<file path="src/rtl/mmu_drive_fork_if.sv">
// Drive/free handshake bundle between an upstream MMU stage and the fork,
// plus the fan-out side towards the parallel consumers.
interface mmu_drive_fork_if #(
  parameter int NUM_PORTS = 2,
  parameter int DATA_W    = 32
);
  logic                 i_drive;
  logic [DATA_W-1:0]    i_data;
  logic [NUM_PORTS-1:0] i_mask;
  logic                 o_free;
  logic [NUM_PORTS-1:0] o_driveNext;
  logic [DATA_W-1:0]    o_dataNext;
  logic [NUM_PORTS-1:0] i_freeNext;
  logic                 o_busy;
  logic                 o_err;
  logic                 i_errClr;

  // Fork side: receives the token and consumer frees, produces drives/free.
  modport slave (
    input  i_drive, i_data, i_mask, i_freeNext, i_errClr,
    output o_free, o_driveNext, o_dataNext, o_busy, o_err
  );

  // Environment side: upstream producer plus the consumers.
  modport master (
    output i_drive, i_data, i_mask, i_freeNext, i_errClr,
    input  o_free, o_driveNext, o_dataNext, o_busy, o_err
  );
endinterface

</file>
<file path="src/rtl/mmu_drive_fork.sv">
// Fan-out stage: one upstream drive token is forwarded to a masked set of
// consumers; a single free returns upstream once all selected consumers
// have freed, after FREE_DLY extra cycles. All outputs are registered.
module mmu_drive_fork #(
  parameter int NUM_PORTS = 2,
  parameter int DATA_W    = 32,
  parameter int FREE_DLY  = 1
) (
  input  logic              clk,
  input  logic              rstn,
  mmu_drive_fork_if.slave   bus
);

  typedef enum logic [2:0] {IDLE, ISSUE, WAIT, DELAY, RELEASE} state_t;

  // With no delay the release follows the last free directly.
  localparam logic [3:0] DLY_LOAD    = (FREE_DLY == 0) ? 4'd0 : 4'(FREE_DLY - 1);
  localparam state_t     AFTER_FREES = (FREE_DLY == 0) ? RELEASE : DELAY;

  state_t               state_reg, state_next;
  logic [NUM_PORTS-1:0] pending_reg, pending_next;
  logic [3:0]           cnt_reg, cnt_next;
  logic [DATA_W-1:0]    data_reg, data_next;
  logic                 err_reg, err_next;
  logic                 err_set;
  logic [NUM_PORTS-1:0] drive_reg, drive_next;
  logic                 free_reg, free_next;
  logic                 busy_reg, busy_next;

  // State register.
  always_ff @(posedge clk or negedge rstn) begin
    if (!rstn) state_reg <= IDLE;
    else       state_reg <= state_next;
  end

  // Next-state and datapath: token acceptance, pending-mask retirement, delay count.
  always_comb begin
    state_next   = state_reg;
    pending_next = pending_reg;
    cnt_next     = cnt_reg;
    data_next    = data_reg;
    case (state_reg)
      IDLE: begin
        if (bus.i_drive) begin
          if (|bus.i_mask) begin
            data_next    = bus.i_data;
            pending_next = bus.i_mask;
            state_next   = ISSUE;
          end else begin
            // Empty selection: nothing to fork, just schedule the release.
            cnt_next   = DLY_LOAD;
            state_next = AFTER_FREES;
          end
        end
      end
      ISSUE: state_next = WAIT;
      WAIT: begin
        pending_next = pending_reg & ~bus.i_freeNext;
        if (pending_next == '0) begin
          cnt_next   = DLY_LOAD;
          state_next = AFTER_FREES;
        end
      end
      DELAY: begin
        if (cnt_reg == 4'd0) state_next = RELEASE;
        else                 cnt_next   = cnt_reg - 4'd1;
      end
      RELEASE: state_next = IDLE;
      default: state_next = IDLE;
    endcase
  end

  // Output decode (registered below) and sticky protocol-error detection.
  always_comb begin
    drive_next = (state_reg == ISSUE) ? pending_reg : '0;
    free_next  = (state_next == RELEASE);
    busy_next  = (state_next != IDLE);
    // Token while busy, free outside WAIT, or free on a non-pending port.
    err_set    = (bus.i_drive && (state_reg != IDLE))
              || ((|bus.i_freeNext) && (state_reg != WAIT))
              || ((state_reg == WAIT) && (|(bus.i_freeNext & ~pending_reg)));
    // A new error outranks a simultaneous clear.
    err_next   = err_set | (err_reg & ~bus.i_errClr);
  end

  // Datapath and output registers.
  always_ff @(posedge clk or negedge rstn) begin
    if (!rstn) begin
      pending_reg <= '0;
      cnt_reg     <= 4'd0;
      data_reg    <= '0;
      err_reg     <= 1'b0;
      drive_reg   <= '0;
      free_reg    <= 1'b0;
      busy_reg    <= 1'b0;
    end else begin
      pending_reg <= pending_next;
      cnt_reg     <= cnt_next;
      data_reg    <= data_next;
      err_reg     <= err_next;
      drive_reg   <= drive_next;
      free_reg    <= free_next;
      busy_reg    <= busy_next;
    end
  end

  assign bus.o_free      = free_reg;
  assign bus.o_driveNext = drive_reg;
  assign bus.o_dataNext  = data_reg;
  assign bus.o_busy      = busy_reg;
  assign bus.o_err       = err_reg;

endmodule

</file>
<file path="src/flat_wrapper.sv">
// flat-port wrapper written by rule: the top's interface ports become plain ports
module mmu_drive_fork_flat 
#(
  parameter int NUM_PORTS = 2,
  parameter int DATA_W    = 32,
  parameter int FREE_DLY  = 1
)
  (clk, rstn, bus_i_drive, bus_i_data, bus_i_mask, bus_i_freeNext, bus_i_errClr, bus_o_free, bus_o_driveNext, bus_o_dataNext, bus_o_busy, bus_o_err);
  mmu_drive_fork_if #(.NUM_PORTS(NUM_PORTS), .DATA_W(DATA_W)) bus_i ();
  input  logic clk;
  input  logic rstn;
  input wire logic [$bits(bus_i.i_drive)-1:0] bus_i_drive;
  input wire logic [$bits(bus_i.i_data)-1:0] bus_i_data;
  input wire logic [$bits(bus_i.i_mask)-1:0] bus_i_mask;
  input wire logic [$bits(bus_i.i_freeNext)-1:0] bus_i_freeNext;
  input wire logic [$bits(bus_i.i_errClr)-1:0] bus_i_errClr;
  output wire logic [$bits(bus_i.o_free)-1:0] bus_o_free;
  output wire logic [$bits(bus_i.o_driveNext)-1:0] bus_o_driveNext;
  output wire logic [$bits(bus_i.o_dataNext)-1:0] bus_o_dataNext;
  output wire logic [$bits(bus_i.o_busy)-1:0] bus_o_busy;
  output wire logic [$bits(bus_i.o_err)-1:0] bus_o_err;
  assign bus_i.i_drive = bus_i_drive;
  assign bus_i.i_data = bus_i_data;
  assign bus_i.i_mask = bus_i_mask;
  assign bus_i.i_freeNext = bus_i_freeNext;
  assign bus_i.i_errClr = bus_i_errClr;
  assign bus_o_free = bus_i.o_free;
  assign bus_o_driveNext = bus_i.o_driveNext;
  assign bus_o_dataNext = bus_i.o_dataNext;
  assign bus_o_busy = bus_i.o_busy;
  assign bus_o_err = bus_i.o_err;
  mmu_drive_fork #(.NUM_PORTS(NUM_PORTS), .DATA_W(DATA_W), .FREE_DLY(FREE_DLY)) u_core (.clk(clk), .rstn(rstn), .bus(bus_i));
endmodule
</file>
<file path="config.mk">
export PLATFORM = sky130hd
export DESIGN_NAME = mmu_drive_fork_flat
export DESIGN_NICKNAME = d
export VERILOG_FILES = /design/src/rtl/mmu_drive_fork_if.sv /design/src/rtl/mmu_drive_fork.sv /design/src/flat_wrapper.sv
export SDC_FILE = /design/constraint.sdc
export NUM_CORES = 1
export LEC_CHECK = 0
export ABC_AREA = 1
export CORE_MARGIN = 2
export CORE_UTILIZATION = 43
export DETAILED_ROUTE_END_ITERATION = 7
export HOLD_SLACK_MARGIN = 0.06
export PLACE_DENSITY = 0.86
export SKIP_LAST_GASP = 1
export SLEW_MARGIN = 20
export SYNTH_ARGS = -nofsm -noshare
export SYNTH_HDL_FRONTEND = slang
export SYNTH_SLANG_ARGS = --single-unit
</file>
<file path="constraint.sdc">
create_clock -name clk -period 1.6 [get_ports clk]
set_input_delay 0.32 -clock clk [delete_from_list [all_inputs] [get_ports clk]]
set_output_delay 0.32 -clock clk [all_outputs]
set_load 0.1 [all_outputs]
</file>
# Word-level counts from Yosys, hierarchy flattened
# Cells that the tools add are included.
word_totals:
  ff_bits: 46
  input_bits: 40
  output_inout_bits: 37
op_classes:
  n_addsub: 1
  eq_ne: 10
  n_mux: 14
  n_bitwise: 7
  n_reduce_logical: 18
op_table:
  columns: ["operator", "count"]
  rows:
  - ["two-way mux 4 bit", 4]
  - ["one-hot mux 3 bit (4 select lines)", 1]
  - ["one-hot mux 4 bit (3 select lines)", 1]
  - ["two-way mux 3 bit", 3]
  - ["nonzero test 3 bit", 3]
  - ["two-way mux 2 bit", 4]
  - ["equality test 3 x 2 -> 1 bit, second input constant", 2]
  - ["!= test 2 bit, second input constant", 3]
  - ["AND reduction 3 bit", 2]
  - ["OR reduction 2 bit", 3]
  - ["AND reduction 5 bit", 1]
  - ["bitwise AND 2 bit", 2]
  - ["logical NOT 4 bit", 1]
  - ["!= test 2 x 1 -> 1 bit, second input constant", 2]
  - ["NOT 2 bit", 2]
  - ["one-hot mux 2 bit (2 select lines)", 1]
  - ["subtractor 4 x 1 -> 4 bit, second input constant", 1]
  - ["equality test 3 x 1 -> 1 bit, second input constant", 1]
  - ["equality test 3 bit, second input constant", 1]
  - ["logical AND 1 bit", 3]
  - ["logical NOT 3 bit", 1]
  - ["!= test 3 x 2 -> 1 bit, second input constant", 1]
  - ["logical NOT 2 bit", 1]
  - ["logical OR 1 bit", 2]
  - ["4 further kinds", 4]

# Logic depth before layout (Yosys ltp)
# Gate-level depths: netlist of the first run.
logic_depth:
  ltp_word: 6
  ltp_mapped: 10
  ltp_nobuf: 10

# Least setup slack after synthesis of the first run
# No wires, ideal clock.
synth_timing:
  kind: "register -> output"
  from: "register u_core.data_reg[0] (netlist: u_core.bus.o_dataNext[0])"
  to: "output port bus_o_dataNext[0]"
  t_arrival_ns: 0.898
  t_required_ns: 1.280
  path_slack_ns: 0.382
  stages_incl_launch_ff: 1
  n_path_buf: 0
  path_cell_list: "dfrtp_1"
synth_rtl:
  columns: ["element", "line", "source"]
  rows:
  - ["start, declared", "mmu_drive_fork.sv:23", "logic [DATA_W-1:0] data_reg, data_next;"]
  - ["start signal, assigned", "mmu_drive_fork.sv:99", "data_reg <= data_next;"]
  - ["end, declared", "flat_wrapper.sv:19", "output wire logic [$bits(bus_i.o_dataNext)-1:0] bus_o_dataNext;"]
# No word-level cell between the ends.

# Final worst setup path of the first run
layout_timing:
  from: "register u_core.cnt_reg[0]"
  to: "register u_core.cnt_reg[0]"
layout_via:
  elab_chain_len: 3
layout_lines:
  columns: ["element", "line", "source"]
  rows:
  - ["start, declared", "mmu_drive_fork.sv:22", "logic [3:0] cnt_reg, cnt_next;"]
  - ["start signal, assigned", "mmu_drive_fork.sv:98", "cnt_reg <= cnt_next;"]
  - ["subtractor 4 x 1 -> 4 bit / logical NOT 4 bit (equally long branches)", "mmu_drive_fork.sv:66, mmu_drive_fork.sv:65", null]
  - ["two-way mux 4 bit / != test 2 bit (equally long branches)", null, null]
  - ["one-hot mux 4 bit (3 select lines) / AND reduction 5 bit (equally long branches)", null, null]
# Parallel ways exist; a longest one is shown, timed or not. The select of a mux whose other input is x is not followed.
# A chain may end at the register's enable or synchronous reset.

==> impl_results.html, run 1 <==
<table>
<tr><th>Metric</th><th>Value</th></tr>
<tr><th colspan="2">Critical path</th></tr>
<tr><td>Cell seen most often among critical-path stages</td><td>sky130_fd_sc_hd__nand2_1</td></tr>
<tr><td>Data arrival time of the worst path</td><td>1650 ps</td></tr>
<tr><td>Longest individual stage delay on the worst path</td><td>around 400 ps</td></tr>
<tr><td>Nature of the critical path startpoint</td><td>register</td></tr>
<tr><td>Crit-path max FO</td><td>5</td></tr>
<tr><td>Data required time at the worst endpoint</td><td>~1800 ps</td></tr>
<tr><td>Category of the worst setup path capture point</td><td>register</td></tr>
<tr><td>Path type of the worst setup path</td><td>reg -&gt; reg</td></tr>
<tr><td>Critical-path top delay cell</td><td>sky130_fd_sc_hd__dfrtp_1</td></tr>
<tr><td>Ordered cell list for the critical path</td><td>inv_1 -&gt; ha_1 -&gt; nand2_1 -&gt; nor2_1 -&gt; nand2_2 -&gt; nand2_1 -&gt; inv_2 -&gt; nand2_2 -&gt; nand2_1 -&gt; nand2_1</td></tr>
<tr><th colspan="2">Placed design</th></tr>
<tr><td>Pre-CTS setup slack</td><td>-61.7 ps</td></tr>
<tr><td>Final Wtd Congestion</td><td>0.812</td></tr>
<tr><td>Number of port buffers</td><td>76</td></tr>
<tr><td>Detailed Place HPWL</td><td>roughly 3700 microns</td></tr>
<tr><th colspan="2">STA</th></tr>
<tr><td>Min cycle time layout</td><td>1410 ps</td></tr>
<tr><td>Worst path setup slack after routing</td><td>~190 ps</td></tr>
<tr><td>Final setup viols</td><td>0</td></tr>
<tr><td>F_max</td><td>about 700 MHz</td></tr>
<tr><td>Final Cycle Share</td><td>about nine tenths</td></tr>
<tr><td>Setup Skew</td><td>around 3.2 ps</td></tr>
<tr><td>Number of endpoints with negative hold slack in the final report</td><td>0</td></tr>
<tr><td>Tightest Pin Transition</td><td>315 ps</td></tr>
<tr><td>Final-report max-slew violation count</td><td>0</td></tr>
<tr><td>Max-slew headroom</td><td>between 70% and 80%</td></tr>
<tr><td>Setup repair after global routing missed its margin</td><td>false</td></tr>
<tr><th colspan="2">Synth</th></tr>
<tr><td>Proportion of netlist area held by the largest area contributor</td><td>around three fifths</td></tr>
<tr><td>Flip-flop and latch count after synthesis</td><td>between 40 and 50</td></tr>
<tr><td>Cell type with the largest total area after synthesis</td><td>sky130_fd_sc_hd__dfrtp_1</td></tr>
<tr><td>Mapped Avg Cell Area</td><td>~8.3 sq um</td></tr>
<tr><td>Mapped Cells</td><td>about 240</td></tr>
<tr><td>Warnings from Yosys</td><td>0</td></tr>
<tr><td>Netlist cell types</td><td>21</td></tr>
<tr><td>Portion of the post-synthesis area used by sequential elements</td><td>between 50% and 60%</td></tr>
<tr><td>Summed instance area of the synthesized netlist</td><td>approximately 2000 sq um</td></tr>
<tr><td>Cell types occupying the most area after synthesis</td><td>sky130_fd_sc_hd__dfrtp_1 58%, sky130_fd_sc_hd__nand2_1 23%, sky130_fd_sc_hd__inv_1 3.6%</td></tr>
<tr><td>Net count after synthesis</td><td>279</td></tr>
<tr><th colspan="2">Drt</th></tr>
<tr><td>Average routed wire per standard cell</td><td>about 13 microns</td></tr>
<tr><td>TritonRoute pass-1 iters</td><td>4</td></tr>
<tr><td>Number of DRC markers in iteration 0</td><td>115</td></tr>
<tr><td>Antenna Nets Post-Route</td><td>0</td></tr>
<tr><td>Final wirelength</td><td>4760 microns</td></tr>
<tr><td>Vias post-DR</td><td>about 1800</td></tr>
<tr><td>Via density per instance</td><td>~4.8</td></tr>
<tr><td># DRC</td><td>0</td></tr>
<tr><th colspan="2">Global route</th></tr>
<tr><td>Sum of overflow across all layers after global routing</td><td>0</td></tr>
<tr><td>Wire length of the first global-routing pass</td><td>about 8100 microns</td></tr>
<tr><td>Via count of the first global-routing pass</td><td>between 1500 and 2000</td></tr>
<tr><td>Total global-route track usage</td><td>between 20% and 30%</td></tr>
<tr><td>Antenna violations before repair</td><td>0</td></tr>
<tr><td>Maximum number of pins on one net before global-route repair</td><td>47</td></tr>
<tr><th colspan="2">Clocking</th></tr>
<tr><td>Number of instances resized during post-cts repair</td><td>0</td></tr>
<tr><td>Total CTS buffers</td><td>5</td></tr>
<tr><td>Clock Sink Count</td><td>46</td></tr>
<tr><td>Clock latency at the later pin of the worst-skew pair</td><td>roughly 290 ps</td></tr>
<tr><td>Clock Pin Slew Worst Setup and Hold Paths</td><td>90 ps</td></tr>
<tr><td>Clock tree from TritonCTS</td><td>done</td></tr>
<tr><td>Largest buffer count on any clock path</td><td>2</td></tr>
<tr><td>Root buf cell</td><td>sky130_fd_sc_hd__clkbuf_8</td></tr>
<tr><td>H-tree depth</td><td>2</td></tr>
<tr><th colspan="2">Die</th></tr>
<tr><td>DIE HEIGHT</td><td>~70 microns</td></tr>
<tr><td>DIE WIDTH</td><td>around 70 microns</td></tr>
<tr><td>Area inside the core boundary</td><td>~4400 sq um</td></tr>
<tr><td>Total I/O pin count</td><td>77</td></tr>
<tr><td>Starting Density</td><td>45.1%</td></tr>
<tr><td>Row count</td><td>24</td></tr>
<tr><td>Die outline area</td><td>5160 sq um</td></tr>
<tr><th colspan="2">Cells and area</th></tr>
<tr><td>Antenna cell count</td><td>0</td></tr>
<tr><td>Footprint of the multi-input gates</td><td>about 700 sq um</td></tr>
<tr><td>Number of inserted filler cells in the final layout</td><td>~290</td></tr>
<tr><td>Area growth from synthesis to final layout</td><td>68.8%</td></tr>
<tr><td>Footprint of the flip-flops and latches</td><td>roughly 1200 sq um</td></tr>
<tr><td>Fraction of layout cells with a size suffix above 1</td><td>19.4%</td></tr>
<tr><td>Final layout net count</td><td>~370</td></tr>
<tr><td>Flip-flop count of the largest register, all copies and words added</td><td>32</td></tr>
<tr><th colspan="2">Job</th></tr>
<tr><td>Number of max-cap violations</td><td>0</td></tr>
<tr><th colspan="2">Outcome</th></tr>
<tr><td>Outcome</td><td>completed</td></tr>
<tr><th colspan="2">Hold path</th></tr>
<tr><td>Classification of the worst-slack hold path</td><td>in -&gt; async</td></tr>
</table>
==> kinds of logic after synthesis <==
group | after synthesis | share of synthesized area (%)
AO/OA/AOI/OAI | 7 | 2.09
adder cells (fa/ha/maj) | 1 | 0.632
buffers and inverters | 27 | 6.51
flip-flops | 46 | 58.2
AND/OR/NAND/NOR | 157 | 32.6
==> placed cells by master, fill, tap and decap left out, types with 2 or more instances in the layout <==
cell,instances
sky130_fd_sc_hd__a21oi_1,2
sky130_fd_sc_hd__nand2_1,120
sky130_fd_sc_hd__buf_4,5
sky130_fd_sc_hd__clkinv_2,2
sky130_fd_sc_hd__nand4_1,2
sky130_fd_sc_hd__o21ai_0,2
sky130_fd_sc_hd__clkdlybuf4s50_1,38
sky130_fd_sc_hd__nand2_2,3
sky130_fd_sc_hd__clkbuf_8,5
sky130_fd_sc_hd__dfrtp_1,46
sky130_fd_sc_hd__o211ai_1,2
sky130_fd_sc_hd__buf_12,40
sky130_fd_sc_hd__nand3_1,10
sky130_fd_sc_hd__nor2_1,17
sky130_fd_sc_hd__inv_1,19
==> per-stage QoR <==
step	TNS (ps)	instances	hold WS, ps	utilization, %	area [sq um]
CTS	0	377	541	76.2	3340
floorplan	0	238	24.4	-	1980
detailed placement	-328	368	327	73.4	3220
global route	0	377	547	76.2	3340
global placement	0	368	313	73.4	3220
finish	0	377	529	76.2	3340
==> final cells by class <==
class	count	area share, %
repair buffers	85	36.9
flip-flops and latches	46	34.4
multi-input cells	165	20.9
inverters	21	2.40
clock buffers	5	2.06
well taps	52	1.95
clock inverters	3	1.31
==> cells in the mapped netlist (all sizes together) <==
library cell	count
o21ai	2
nor2	18
a21oi	2
nand2	124
o211ai	2
inv	20
clkinv	1
dfrtp	46
or2	1
nand3	10
nor3	2
ha	1
o22ai	1
buf	6
nand4	2
==> per-layer routing <==
layer	routed length (microns)	global-route usage [%]
met2	2440	34.1
met4	75	6.92
met3	310	5.34
met1	1930	25.9
met5	0	0
==> critical path, delay by kind of cell, from the launching register on <==
| kind | cells | cell delay (ps) |
|---|---|---|
| flip-flops | 1 | 400 |
| buffers and inverters | 2 | 170 |
| adder cells (fa/ha/maj) | 1 | 220 |
| AND/OR/NAND/NOR | 7 | 550 |
==> worst paths after layout <==
| kind | from | end | slack (ps) | cells after the start |
|---|---|---|---|---|
| min in group clk | u_core.cnt_reg[0]$_DFFE_PN0P_ | u_core.cnt_reg[0]$_DFFE_PN0P_ | 540 | 2 |
| worst max-delay path | u_core.cnt_reg[0]$_DFFE_PN0P_ | u_core.cnt_reg[0]$_DFFE_PN0P_ | 190 | 10 |
| max in group asynchronous | rstn | u_core.bus.o_dataNext[19]$_DFFE_PN0P_ | 860 | 3 |
| worst max register to register | u_core.cnt_reg[0]$_DFFE_PN0P_ | u_core.cnt_reg[0]$_DFFE_PN0P_ | 190 | 10 |
| worst min register to register | u_core.cnt_reg[0]$_DFFE_PN0P_ | u_core.cnt_reg[0]$_DFFE_PN0P_ | 540 | 2 |
| worst min-delay path | rstn | u_core.bus.o_dataNext[5]$_DFFE_PN0P_ | 530 | 3 |
==> repair_timing <==
| item | CTS | global route |
|---|---|---|
| hold endpoints to repair | 46 | 0 |
| buffers inserted | 0 | 0 |
| hold buffers | 1 | 0 |
Power of run 1 is not shown: default switching activity piles up to over one toggle a cycle in this logic, so the estimate is an artifact.
==> inputs of run 2 (changes only) <==
CTS_CLUSTER_DIAMETER = 150   (was unset)
==> results of run 2 <==
Same layout as run 1: the final DEF is identical, and so are final timing and power.
Power of run 2 is left out for the same reason.
